`src/rtl/tank_pkg.sv`:
```
// Shared definitions for the tank controller: weapon FSM states,
// default key codes and small elaboration-time helpers.
package tank_pkg;

  typedef enum logic [1:0] {
    ST_READY    = 2'd0,
    ST_COOLDOWN = 2'd1,
    ST_RELOAD   = 2'd2,
    ST_EMPTY    = 2'd3
  } weapon_state_e;

  localparam logic [7:0] KEY_LEFT_DEF   = 8'h0d;
  localparam logic [7:0] KEY_RIGHT_DEF  = 8'h0f;
  localparam logic [7:0] KEY_AIMUP_DEF  = 8'h0e;
  localparam logic [7:0] KEY_AIMDN_DEF  = 8'h0c;
  localparam logic [7:0] KEY_RELOAD_DEF = 8'h13;
  localparam logic [7:0] KEY_FIRE_DEF   = 8'h28;

  localparam logic [1:0] DIR_LEFT  = 2'd0;
  localparam logic [1:0] DIR_RIGHT = 2'd1;

  function automatic int max2(input int a, input int b);
    return (a > b) ? a : b;
  endfunction

endpackage

```
`src/rtl/tank_weapon.sv`:
```
// Fire/reload state machine: owns the magazine count, the shared
// cooldown/reload frame counter and the one-frame shoot pulse.
module tank_weapon
  import tank_pkg::*;
#(
  parameter int AMMO_MAX = 3,
  parameter int COOLDOWN = 8,
  parameter int RELOAD   = 60,
  localparam int AMMO_W  = $clog2(AMMO_MAX + 1)
) (
  input  logic              clk_i,
  input  logic              rst_i,
  input  logic              fire_req_i,
  input  logic              reload_req_i,
  output logic              shoot_o,
  output logic [AMMO_W-1:0] ammo_o,
  output logic              reloading_o
);

  localparam int CNT_W = $clog2(max2(COOLDOWN, RELOAD) + 1);

  localparam logic [CNT_W-1:0]  CD_LOAD   = CNT_W'(COOLDOWN - 1);
  localparam logic [CNT_W-1:0]  RL_LOAD   = CNT_W'(RELOAD - 1);
  localparam logic [AMMO_W-1:0] AMMO_FULL = AMMO_W'(AMMO_MAX);

  weapon_state_e     state_q;
  logic [CNT_W-1:0]  cnt_q;
  logic [AMMO_W-1:0] ammo_q;
  logic              shoot_q;
  logic              reloading_q;

  // NOTE: all state here updates with <= so every register sees the
  // pre-edge values of its neighbours, regardless of statement order.
  always_ff @(posedge clk_i) begin
    if (rst_i) begin
      state_q     <= ST_READY;
      cnt_q       <= '0;
      ammo_q      <= AMMO_FULL;
      shoot_q     <= 1'b0;
      reloading_q <= 1'b0;
    end else begin
      shoot_q <= 1'b0;
      case (state_q)
        ST_READY: begin
          if (fire_req_i && ammo_q != '0) begin
            shoot_q <= 1'b1;
            ammo_q  <= ammo_q - AMMO_W'(1);
            cnt_q   <= CD_LOAD;
            state_q <= ST_COOLDOWN;
          end else if (reload_req_i && ammo_q != AMMO_FULL) begin
            cnt_q       <= RL_LOAD;
            reloading_q <= 1'b1;
            state_q     <= ST_RELOAD;
          end
        end
        ST_COOLDOWN: begin
          // Requests are dropped here; only the countdown matters.
          if (cnt_q == '0) begin
            state_q <= (ammo_q != '0) ? ST_READY : ST_EMPTY;
          end else begin
            cnt_q <= cnt_q - CNT_W'(1);
          end
        end
        ST_RELOAD: begin
          if (cnt_q == '0) begin
            ammo_q      <= AMMO_FULL;
            reloading_q <= 1'b0;
            state_q     <= ST_READY;
          end else begin
            cnt_q <= cnt_q - CNT_W'(1);
          end
        end
        ST_EMPTY: begin
          if (reload_req_i) begin
            cnt_q       <= RL_LOAD;
            reloading_q <= 1'b1;
            state_q     <= ST_RELOAD;
          end
        end
        default: state_q <= ST_READY;
      endcase
    end
  end

  assign shoot_o     = shoot_q;
  assign ammo_o      = ammo_q;
  assign reloading_o = reloading_q;

endmodule

```
`src/rtl/tank_ctrl.sv`:
```
// Player tank controller: keyboard-driven movement with edge clamping,
// rate-limited barrel aim, and an edge-triggered weapon sub-block.
module tank_ctrl
  import tank_pkg::*;
#(
  parameter int          X_START    = 500,
  parameter int          Y_START    = 200,
  parameter int          X_MIN      = 0,
  parameter int          X_MAX      = 639,
  parameter int          SIZE       = 4,
  parameter int          STEP       = 1,
  parameter int          AIM_W      = 5,
  parameter int          AIM_MAX    = 20,
  parameter int          AIM_RATE   = 4,
  parameter int          AMMO_MAX   = 3,
  parameter int          COOLDOWN   = 8,
  parameter int          RELOAD     = 60,
  parameter logic [7:0]  KEY_LEFT   = KEY_LEFT_DEF,
  parameter logic [7:0]  KEY_RIGHT  = KEY_RIGHT_DEF,
  parameter logic [7:0]  KEY_AIMUP  = KEY_AIMUP_DEF,
  parameter logic [7:0]  KEY_AIMDN  = KEY_AIMDN_DEF,
  parameter logic [7:0]  KEY_RELOAD = KEY_RELOAD_DEF,
  parameter logic [7:0]  KEY_FIRE   = KEY_FIRE_DEF,
  localparam int         AMMO_W     = $clog2(AMMO_MAX + 1)
) (
  input  logic              frame_clk,
  input  logic              Reset,
  input  logic [7:0]        keycode,
  output logic [9:0]        TankX,
  output logic [9:0]        TankY,
  output logic [9:0]        TankS,
  output logic [1:0]        Direction,
  output logic              shoot,
  output logic [AIM_W-1:0]  aim,
  output logic [AMMO_W-1:0] ammo,
  output logic              reloading
);

  localparam int AC_W = $clog2(AIM_RATE + 1);

  // Bounds are widened to 11 bits so neither step can wrap past 0 or 1023.
  localparam logic [10:0]      X_LO     = 11'(X_MIN + SIZE);
  localparam logic [10:0]      X_HI     = 11'(X_MAX - SIZE);
  localparam logic [10:0]      STEP_X   = 11'(STEP);
  localparam logic [AIM_W-1:0] AIM_TOP  = AIM_W'(AIM_MAX);
  localparam logic [AC_W-1:0]  AIM_WRAP = AC_W'(AIM_RATE);

  logic [9:0]       x_q, x_d;
  logic [9:0]       y_q;
  logic [1:0]       dir_q, dir_d;
  logic [AIM_W-1:0] aim_q, aim_d;
  logic [AC_W-1:0]  aim_cnt_q, aim_cnt_d;
  logic [7:0]       prev_key_q;

  logic [10:0]     x_ext;
  logic [AC_W-1:0] aim_cnt_inc;
  logic            key_changed;
  logic            aim_tick;
  logic            fire_req;
  logic            reload_req;

  assign x_ext       = {1'b0, x_q};
  assign key_changed = (keycode != prev_key_q);
  assign aim_cnt_inc = aim_cnt_q + AC_W'(1);
  assign aim_tick    = key_changed || (aim_cnt_inc == AIM_WRAP);
  assign fire_req    = (keycode == KEY_FIRE)   && (prev_key_q != KEY_FIRE);
  assign reload_req  = (keycode == KEY_RELOAD) && (prev_key_q != KEY_RELOAD);

  // NOTE: every output of this block gets a default first, so no path
  // leaves a variable unassigned and no latch is inferred.
  always_comb begin
    x_d       = x_q;
    dir_d     = dir_q;
    aim_d     = aim_q;
    aim_cnt_d = aim_tick ? '0 : aim_cnt_inc;

    if (keycode == KEY_LEFT) begin
      x_d   = (x_ext < X_LO + STEP_X) ? X_LO[9:0] : 10'(x_ext - STEP_X);
      dir_d = DIR_LEFT;
    end else if (keycode == KEY_RIGHT) begin
      x_d   = (x_ext + STEP_X > X_HI) ? X_HI[9:0] : 10'(x_ext + STEP_X);
      dir_d = DIR_RIGHT;
    end else if (keycode == KEY_AIMUP) begin
      if (aim_tick && aim_q != AIM_TOP) aim_d = aim_q + AIM_W'(1);
    end else if (keycode == KEY_AIMDN) begin
      if (aim_tick && aim_q != '0) aim_d = aim_q - AIM_W'(1);
    end
  end

  always_ff @(posedge frame_clk) begin
    if (Reset) begin
      x_q        <= 10'(X_START);
      y_q        <= 10'(Y_START);
      dir_q      <= DIR_LEFT;
      aim_q      <= '0;
      aim_cnt_q  <= '0;
      prev_key_q <= '0;
    end else begin
      x_q        <= x_d;
      dir_q      <= dir_d;
      aim_q      <= aim_d;
      aim_cnt_q  <= aim_cnt_d;
      prev_key_q <= keycode;
    end
  end

  tank_weapon #(
    .AMMO_MAX (AMMO_MAX),
    .COOLDOWN (COOLDOWN),
    .RELOAD   (RELOAD)
  ) u_weapon (
    .clk_i        (frame_clk),
    .rst_i        (Reset),
    .fire_req_i   (fire_req),
    .reload_req_i (reload_req),
    .shoot_o      (shoot),
    .ammo_o       (ammo),
    .reloading_o  (reloading)
  );

  assign TankX     = x_q;
  assign TankY     = y_q;
  assign TankS     = 10'(SIZE);
  assign Direction = dir_q;
  assign aim       = aim_q;

endmodule
```
`config.mk`:
```
export PLATFORM = sky130hd
export DESIGN_NAME = tank_ctrl
export DESIGN_NICKNAME = d
export VERILOG_FILES = /design/src/rtl/tank_pkg.sv /design/src/rtl/tank_weapon.sv /design/src/rtl/tank_ctrl.sv
export SDC_FILE = /design/constraint.sdc
export NUM_CORES = 1
export LEC_CHECK = 0
export ABC_AREA = 1
export BUFFER_PORTS_ARGS = -buffer_cell sky130_fd_sc_hd__clkbuf_2
export CORE_UTILIZATION = 34
export DETAILED_ROUTE_END_ITERATION = 7
export MAX_ROUTING_LAYER = met4
export SYNTH_ARGS = -nofsm -noshare
export SYNTH_HDL_FRONTEND = slang
export SYNTH_SLANG_ARGS = --single-unit
```
`constraint.sdc`:
```
create_clock -name frame_clk -period 1.8 [get_ports frame_clk]
set_input_delay 0.09 -clock frame_clk [delete_from_list [all_inputs] [get_ports frame_clk]]
set_output_delay 0.09 -clock frame_clk [all_outputs]
set_load 0.01 [all_outputs]
```
After elaboration in Yosys (flattened, before gate mapping)
Index checks and enable logic that the tools add are counted.

word-level totals
  register bits = 39
  input bits = 10
  output and inout bits = 41
  word-level logic and storage cells = 100

operators by class
  $add $sub $neg = 7
  order comparisons = 2
  equal/unequal tests = 24
  muxes and demuxes = 29
  bitwise gates (word level) = 3
  reduce and logical (&&, ||, !) cells = 25

operator list
  operator               count
  $mux 10                4
  $eq 8x4->1 const B     4
  $mux 6                 4
  $mux 5                 4
  $pmux 6 s3             1
  $mux 2                 8
  $ne 2x1->1 const B     6
  $add 10x1->11 const B  1
  $gt 11x10->1 const B   1
  $lt 10x3->1 const B    1
  $reduce_and 5->1       2
  $reduce_bool 2->1      5
  $sub 10x1->10 const B  1
  $eq 8x5->1 const B     1
  $eq 8x6->1 const B     1
  $ne 8x5->1 const B     1
  $ne 8x6->1 const B     1
  $ne 8x8->1             1
  $pmux 2 s4             1
  $reduce_or 2->1        4
  $logic_and 1x1->1      6
  $logic_not 6->1        1
  $ne 2x2->1 const B     3
  $reduce_and 3->1       2
  19 further kinds       26

Logic depth before layout (Yosys ltp)
Gate-level depths: netlist (run 1).

  word-level depth = 7
  gate-level depth with buffers = 15
  gate-level depth less buffers = 15

Hierarchy
Synthesis (run 1) repeated with hierarchy kept, for this count alone.

unflattened totals
  cell total of the unflattened synthesis = 429
  area total of the unflattened synthesis = 3,000.4 um^2

by module, submodules not included
  module       times used  cells an instance  area an instance (um^2)
  tank_ctrl    1           307                2,132.0
  tank_weapon  1           122                868.3

Worst setup path after synthesis (run 1)
Ideal clock, no wire load.

  kind = input to register
  from = in keycode[4]
  to = reg aim_q[4] (netlist: aim[4])
  library setup time = 0.110 ns
  arrival = 1.652 ns
  data required time = 1.690 ns
  setup slack = 0.038 ns
  stages on the path = 15
  path buffers = 0
  path through = inv_1 > nand3_1 > nor2_1 > nand3_1 > fa_1 > a21oi_1 > nor2_1 > nor2_1 > nand3_1 > nand2_1 > inv_1 > nand3_1 > nand2_1 > inv_1 > nor2_1

on the way
  longest elaborated chain between the ends = 5

ends and longest elaborated chain
  item                                                       RTL line                          RTL
  start, declared                                            tank_ctrl.sv:28                   input logic [7:0] keycode,
  $ne 8x8->1                                                 tank_ctrl.sv:63                   assign key_changed = (keycode != prev_key_q);
  $logic_or 1x1->1                                           tank_ctrl.sv:65                   assign aim_tick = key_changed || (aim_cnt_inc == AIM_WRAP);
  $logic_and 1x1->1, on equally long branches                tank_ctrl.sv:84, tank_ctrl.sv:86
  $ne 2x1->1 (no line) or $reduce_bool 2->1 (tied branches)  --
  $reduce_and 5->1 (no line)                                 --
  end signal, assigned                                       tank_ctrl.sv:101                  aim_q <= aim_d;
  end, declared                                              tank_ctrl.sv:51                   logic [AIM_W-1:0] aim_q, aim_d;

Several ways; a longest one is shown, not always the timed one.
A chain may end at the register's enable or synchronous reset.

Worst setup path after layout (run 1)
  from = reg x_q[0] (netlist: TankX[0])
  to = reg x_q[8] (netlist: TankX[8])

on the way
  longest elaborated chain between the ends = 5

ends and longest elaborated chain
  item                    RTL line         RTL
  start, declared         tank_ctrl.sv:48  logic [9:0] x_q, x_d;
  start signal, assigned  tank_ctrl.sv:92  x_q <= 10'(X_START);
  $add 10x1->11           tank_ctrl.sv:81  x_d = (x_ext + STEP_X > X_HI) ? X_HI[9:0] : 10'(x_ext + STEP_X);
  $gt 11x10->1            tank_ctrl.sv:81
  $mux 10                 tank_ctrl.sv:81
  $mux 10                 tank_ctrl.sv:80  end else if (keycode == KEY_RIGHT) begin
  $mux 10 (*)             tank_ctrl.sv:77  if (keycode == KEY_LEFT) begin

Mark *: on every way between the ends. The rest lies on a longest branch, timed or not. The select of a mux whose other input is x is not followed.

==> results of run 1 <==
[sequential cells by signal, summed over array words and instances, names as in the netlist]
signal and flops:
u_weapon.reloading_o 1, u_weapon.ammo_o 2, u_weapon.cnt_q 6, Direction 1
prev_key_q 8, aim_cnt_q 3, aim 5, TankX 10
u_weapon.state_q 2, u_weapon.shoot_o 1
[kinds of logic (layout without fill, tap and decap cells)]
family,count (synthesis),in the layout,synth area share
fa+ha+maj,18,18,0.0791
simple gates,233,233,0.370
compound gates,52,52,0.100
xor+xnor,13,13,0.0387
flops,39,39,0.265
buf+inv,86,127,0.144
other cells,2,21,0.00255
[stage by stage]
stage	TNS, ns	cell area (µm²)	hold WS (ns)
final	0	3540	0.160
after global routing	-0.0289	3540	0.154
after CTS	0	3450	0.144
after detailed placement	-0.264	3310	0.448
after global placement	-0.0587	3310	0.434
after floorplan	0	3010	0.215
[power by group through the flow]
| stage | clock, mW | combinational (mW) | sequential, mW |
|---|---|---|---|
| floorplan | 0 | 0.685 | 1.01 |
| CTS | 0.901 | 0.863 | 0.994 |
| global route | 0.937 | 1.02 | 1.01 |
| finish | 0.872 | 0.869 | 0.994 |
| global placement | 0 | 0.849 | 1.01 |
| detailed placement | 0 | 0.861 | 1.01 |
[what timing repair did]
action,4_1_cts,5_1_grt
gates resized for setup,0,26
endpoints found under the setup margin,0,21
buffers inserted,0,2
hold endpoints to repair,0,0
[worst min-delay path, delay by kind of cell]
| family | cells | cell delay (ns) |
|---|---|---|
| buffers and inverters | 3 | 0.28 |
| AND/OR/NAND/NOR | 1 | 0.04 |
[routing by layer]
| layer | routed length, µm | share of wire | track usage | vias to the layer above |
|---|---|---|---|---|
| li1 | - | - | - | 1506 |
| met1 | 3100 | 0.45 | 0.199 | 1255 |
| met2 | 3320 | 0.48 | 0.284 | 77 |
| met3 | 354 | 0.052 | 0.0319 | 11 |
| met4 | 85 | 0.012 | 0.0417 | 0 |
| met5 | 0 | 0 | - | - |
[cells in the final DEF (no fill, tap or decap), drive strengths merged, types with 21 or more instances in the layout]
cell	instances
nand2	107
nor2	64
inv	56
dfxtp	39
clkbuf	35
buf	33
nand3	31
o21ai	24
conb	21
[synthesized netlist by cell type (2+ instances only)]
master / n / area [µm²]
nor2_2: 2 / 12.5
nor3_2: 2 / 20.0
conb_1: 2 / 7.51
a31oi_1: 4 / 25.0
nand2_1: 100 / 375
nor2_1: 59 / 221
a21oi_2: 2 / 17.5
nand4_1: 13 / 81.3
a21oi_1: 15 / 75.1
o21ai_0: 17 / 85.1
nor3_1: 8 / 40.0
o211ai_1: 2 / 15.0
inv_1: 50 / 188
nor2_4: 2 / 22.5
inv_2: 6 / 22.5
nand3_1: 29 / 145
buf_2: 2 / 10.0
ha_1: 17 / 213
xnor2_1: 5 / 43.8
o21ai_1: 6 / 30.0
buf_4: 24 / 180
dfxtp_1: 39 / 781
nand2_2: 6 / 37.5
o31ai_1: 2 / 15.0
xor2_1: 8 / 70.1
nand3b_1: 2 / 15.0
[worst max-delay path by stage]
| stage | to | slack (ns) | cells past startpoint |
|---|---|---|---|
| CTS | TankX[1] | 0.02 | 10 |
| detailed placement | aim[4] | -0.19 | 15 |
| floorplan | aim[4] | 0.04 | 15 |
| global placement | aim[4] | -0.06 | 15 |
| finish | TankX[8] | 0.10 | 11 |
| global route | TankX[0] | -0.02 | 9 |
[layout make-up]
type | instances | area [µm²] | share of cell area
clock buffer | 6 | 72.6 | 0.0205
clock inverter | 2 | 60.1 | 0.0170
sequential | 39 | 790 | 0.223
inverter | 57 | 214 | 0.0605
multi-input combinational | 337 | 1880 | 0.530
tap | 105 | 131 | 0.0372
timing repair buffer | 62 | 393 | 0.111
==> summary.md, run 1 <==
| Metric | Value |
|---|---|
| Status | finished, final reports clean |
| Max incr delay on CP | 0.37 ns |
| Routed Antenna Nets | 0 |
| Reg-to-reg critical path endpoint | TankX[8] |
| Root Buffer | clkbuf_8 |
| RePlAce Congestion | 0.853 |
| Crit path time final | 1.70 ns |
| Int Pwr | 1.82 mW |
| Reg power frac | 0.364 |
| R2R depth | 11 |
| Reg2Reg Setup Slack | 0.10 ns |
| Worst skew pair latency | 0.29 ns |
| CTS Sinks | 39 |
| Post-synth EDFFs | 0 |
| # fillers | 873 |
| Input/output buffers | 29 |
| Pwr per Cell Area | 773 nW/µm² |
| Hold Vio Cnt, Final | 0 |
| Comb pwr share | 0.318 |
| Crit path kind | reg -> reg |
| Critical path data required time | 2.04 ns |
| Fin cells | 608 |
| Initial detailed-routing violation count | 147 |
| Hold Crit Endpoint | prev_key_q[5] |
| Pin count of the biggest net entering global routing | 19 |
| Max IR drop VDD | 0.604 mV |
| RR Startpoint | TankX[0] |
| Crit start category | flip-flop |
| Via-to-Cell Ratio | 4.69 |
| Worst hold path startpoint | keycode[5] |
| H-tree Lvls | 2 |
| CTS clk-pin slew, worst paths | 0.08 ns |
| Overall Power | 2.73 mW |
| Syn Area/Cell | 6.64 µm² |
| Pleak | 1.77 nW |
| Cell total after placement | 598 |
| DRT Wirelength | 6.86 mm |
| Seq/Total Area, Yosys | 0.265 |
| DRC viols | 0 |
| Die Ht | 95.0 µm |
| First-pass GRT wire length | 11.6 mm |
| HP Class | in -> reg |
| Cell mode on critical path | nand2_1 |
| Area delta synth->final | 20.2% |
| CTS max path bufs | 2 |
| DP Wirelength | 5.39 mm |
| Final Core Density | 0.426 |
| Switch share | 0.335 |
| Nets | 530 |
| Synth cell types | 45 |
| Yosys warning count | 0 |
| Asr flop ratio synth | 0 |
| Synth Flop Type | dfxtp_1 |
| Cts bufs inserted | 5 |
| Rows | 33 |
| Initial Util | 0.354 |
| Bufs and invs on worst path | 2 |
| Routed len/inst | 11.3 µm |
| Vias in the first global route | 2659 |
| Total global routing overflow | 0 |
| Max capacitance violation total | 0 |
| Fmax | 0.589 GHz |
| RSZ-0062 raised after global routing | yes |
| Clock Skews | 0.0127 ns |
| Net Sw Power | 917 µW |
| Post-Syn Area | 2940 µm² |
| Total track usage | 0.166 |
| Arr. time, crit path | 1.94 ns |
| Place WS | -0.193 ns |
| TritonCTS clock tree | built |
| Hold-fix buffers at CTS | 0 |
| Final Worst Setup Slack | 0.101 ns |
| Worst setup EP type | flip-flop |
| Final number of setup-violating endpoints | 0 |
| Final worst path period share | 0.944 |
| CP cell instances | inv_1, ha_2, or2_4, nand4_4, nand2_4, nor2_8, buf_4, nand3_1, nand2_1, nand2_1, nand2_1 |
| # IOs | 51 |
| Initial antenna violation count | 0 |
| Max Slew Vio Count | 0 |
| Antenna diodes | 0 |
| WHS Path Cells | 4 |
| Die Area | 9030 µm² |
| Cell count after synthesis | 443 |
| Seq cells post-synth | 39 |
| Family with the most delay on the worst path | simple AND/OR/NAND/NOR gates |
| Crit path launch | TankX[0] |
| Share of layout cells above drive strength 1 | 0.237 |
| Die width | 95.0 µm |
| Slowest-stage cell, CP | dfxtp_4 |
| Pre-Repair DR Iteration Count | 4 |
| Clock Power Share | 0.319 |
| Vias | 2849 |
| CP max FO | 6 |
| Core box area | 8300 µm² |
Note: power is estimated with default switching activity, not from simulation.
==> run 2: changes to the inputs <==
--- a/config.mk
+++ b/config.mk
@@ -9,6 +9,7 @@
 export BUFFER_PORTS_ARGS = -buffer_cell sky130_fd_sc_hd__clkbuf_2
 export CORE_UTILIZATION = 34
 export DETAILED_ROUTE_END_ITERATION = 7
+export GPL_TIMING_DRIVEN = 0
 export MAX_ROUTING_LAYER = met4
 export SYNTH_ARGS = -nofsm -noshare
 export SYNTH_HDL_FRONTEND = slang
==> constraint.sdc (replaced) <==
create_clock -name frame_clk -period 1.8 [get_ports frame_clk]
set_input_delay 0.09 -clock frame_clk [delete_from_list [all_inputs] [get_ports frame_clk]]
set_output_delay 0.09 -clock frame_clk [all_outputs]
set_load 0.1 [all_outputs]
==> summary.md, run 2 (synthesis gave the netlist of run 1 again) <==
| Metric | Value |
|---|---|
| FF/Latch Area | 818 µm² (was 790 µm²) |
| Cell total after placement | 595 (was 598) |
| Routed len/inst | 11.0 µm (was 11.3 µm) |
| TritonCTS clock tree | built (unchanged) |
| CP max FO | 9 (was 6) |
| Final worst path period share | 0.929 (was 0.944) |
| Critical path data required time | 1.97 ns (was 2.04 ns) |
| Fmax | 0.598 GHz (was 0.589 GHz) |
| Worst setup EP type | flip-flop (unchanged) |
| Initial Util | 0.354 (unchanged) |
| Total track usage | 0.156 (was 0.166) |
| Vias in the first global route | 2463 (was 2659) |
| Via-to-Cell Ratio | 4.60 (was 4.69) |
| Slew Limit Headroom | 0.630 |
| Vias | 2800 (was 2849) |
| Die Ht | 95.0 µm (unchanged) |
| Final number of setup-violating endpoints | 0 (unchanged) |
| Die width | 95.0 µm (unchanged) |
| Post-layout instance area | 3570 µm² (was 3540 µm²) |
| Hold Slack | 0.0880 ns (was 0.160 ns) |
| H-tree Lvls | 2 (unchanged) |
| Crit path time final | 1.67 ns (was 1.70 ns) |
| Worst hold path startpoint | keycode[7] (was keycode[5]) |
| CTS clk-pin slew, worst paths | 0.08 ns (about the same) |
| DRT Wirelength | 6.70 mm (was 6.86 mm) |
| Pin count of the biggest net entering global routing | 12 (was 19) |
| Pwr per Cell Area | 773 nW/µm² (about the same) |
| Fin cells | 609 (was 608) |
| Area of the multi-input gates | 1930 µm² (was 1880 µm²) |
| Final Core Density | 0.430 (was 0.426) |
| Reg-to-reg critical path endpoint | u_weapon.cnt_q[5] (was TankX[8]) |
| Die Area | 9030 µm² (unchanged) |
| Max capacitance violation total | 0 (unchanged) |
| Hold Crit Endpoint | prev_key_q[7] (was prev_key_q[5]) |
| Setup TNS | 0 ns (unchanged) |
| Share of layout cells above drive strength 1 | 0.262 (was 0.237) |
| Root Buffer | clkbuf_8 (unchanged) |
| Commonest cells after routing, fill and taps aside | nand2_1 (97), nor2_1 (57), inv_1 (46), buf_4 (30), clkbuf_2 (28) (was nand2_1 (97), nor2_1 (55), inv_1 (49), dfxtp_1 (34), buf_4 (33)) |
| Max Slew Vio Count | 0 (unchanged) |
| Input/output buffers | 28 (was 29) |
| Clock Skews | 0.00997 ns (was 0.0127 ns) |
| RePlAce Congestion | 0.845 (was 0.853) |
| Crit start category | flip-flop (unchanged) |
| Place WS | -0.341 ns (was -0.193 ns) |
| Initial antenna violation count | 0 (unchanged) |
| WHS Path Cells | 3 (was 4) |
| Crit path kind | reg -> reg (unchanged) |
| Reg2Reg Setup Slack | 0.13 ns (was 0.10 ns) |
| Crit path launch | u_weapon.state_q[1] (was TankX[0]) |
| CTS Sinks | 39 (unchanged) |
| Final Worst Setup Slack | 0.128 ns (was 0.101 ns) |
| RSZ-0062 raised after global routing | yes (unchanged) |
| Cell Area, Placed | 3320 µm² (was 3310 µm²) |
| Hold Vio Cnt, Final | 0 (unchanged) |
| Antenna diodes | 0 (unchanged) |
| HP Class | in -> reg (unchanged) |
| # IOs | 51 (unchanged) |
| Core box area | 8300 µm² (unchanged) |
| Arr. time, crit path | 1.84 ns (was 1.94 ns) |
| Initial detailed-routing violation count | 139 (was 147) |
| Max IR drop VDD | 0.532 mV (was 0.604 mV) |
| Total global routing overflow | 0 (unchanged) |
| Rows | 33 (unchanged) |
| Nets | 531 (was 530) |
| Flip-flop count of the largest register after layout | 10 (unchanged) |
| Worst Tran Pin Value | 0.554 ns |
| Routed Antenna Nets | 0 (unchanged) |
| Overall Power | 2.76 mW (was 2.73 mW) |
| R2R depth | 8 (was 11) |
| RR Startpoint | u_weapon.state_q[1] (was TankX[0]) |
| Area delta synth->final | 21.4% (was 20.2%) |
| Pre-Repair DR Iteration Count | 4 (unchanged) |
| CTS max path bufs | 2 (unchanged) |
| DRC viols | 0 (unchanged) |
| # fillers | 893 (was 873) |
| Worst skew pair latency | 0.29 ns (about the same) |
| Most common cell after layout, fill and taps aside | nand2_1 (unchanged) |
| Pleak | 1.76 nW (was 1.77 nW) |
| Hold-fix buffers at CTS | 0 (unchanged) |
| Cts bufs inserted | 5 (unchanged) |
| DP Wirelength | 5.08 mm (was 5.39 mm) |
| First-pass GRT wire length | 10.9 mm (was 11.6 mm) |
| Status | finished, final reports clean (unchanged) |
## run 2: power breakdown
group	total, mW	switching, mW	internal, mW
registers	0.993	0.0511	0.942
clock network	0.590	0.318	0.273
logic	1.18	0.848	0.330
total	2.76	1.22	1.55
## run 2: final cells by class
type                    instances  share of cell area
flip-flops and latches         39               0.229
inverters                      57              0.0606
multi-input cells             337               0.540
clock buffers                   7              0.0214
plain buffers                  29              0.0585
clock inverters                 1             0.00140
repair buffers                 34              0.0519
well taps                     105              0.0368
## run 2: routing by layer
metal / track usage / vias up / wire, µm
li1: - / 1506 / -
met1: 0.192 / 1242 / 3170
met2: 0.267 / 50 / 3250
met3: 0.0311 / 2 / 254
met4: 0.0265 / 0 / 15
met5: - / - / 0
## run 2: what timing repair did
item	4_1_cts	5_1_grt
gates resized for setup	1	28
buffers inserted	0	6
hold endpoints to repair	0	0
pin swaps	0	6
setup endpoints to repair	1	20
## run 2: worst max path at each step
stage | depth (start not counted) | end | slack (ns)
after CTS | 15 | aim[4] | 0.05
after global placement | 15 | aim[4] | -0.32
after global routing | 16 | aim[4] | -0.03
final | 8 | u_weapon.cnt_q[5] | 0.13
after floorplan | 9 | aim[4] | 0.003
after detailed placement | 15 | aim[4] | -0.34
## run 2: worst max-delay path: stages (launching register included)
cell and delay, ns:
dfxtp_1 0.37, inv_1 0.11, ha_1 0.31, inv_1 0.10
or2_2 0.36, nand3_4 0.15, nand2_1 0.06, nand2_1 0.06
nor2_1 0.03
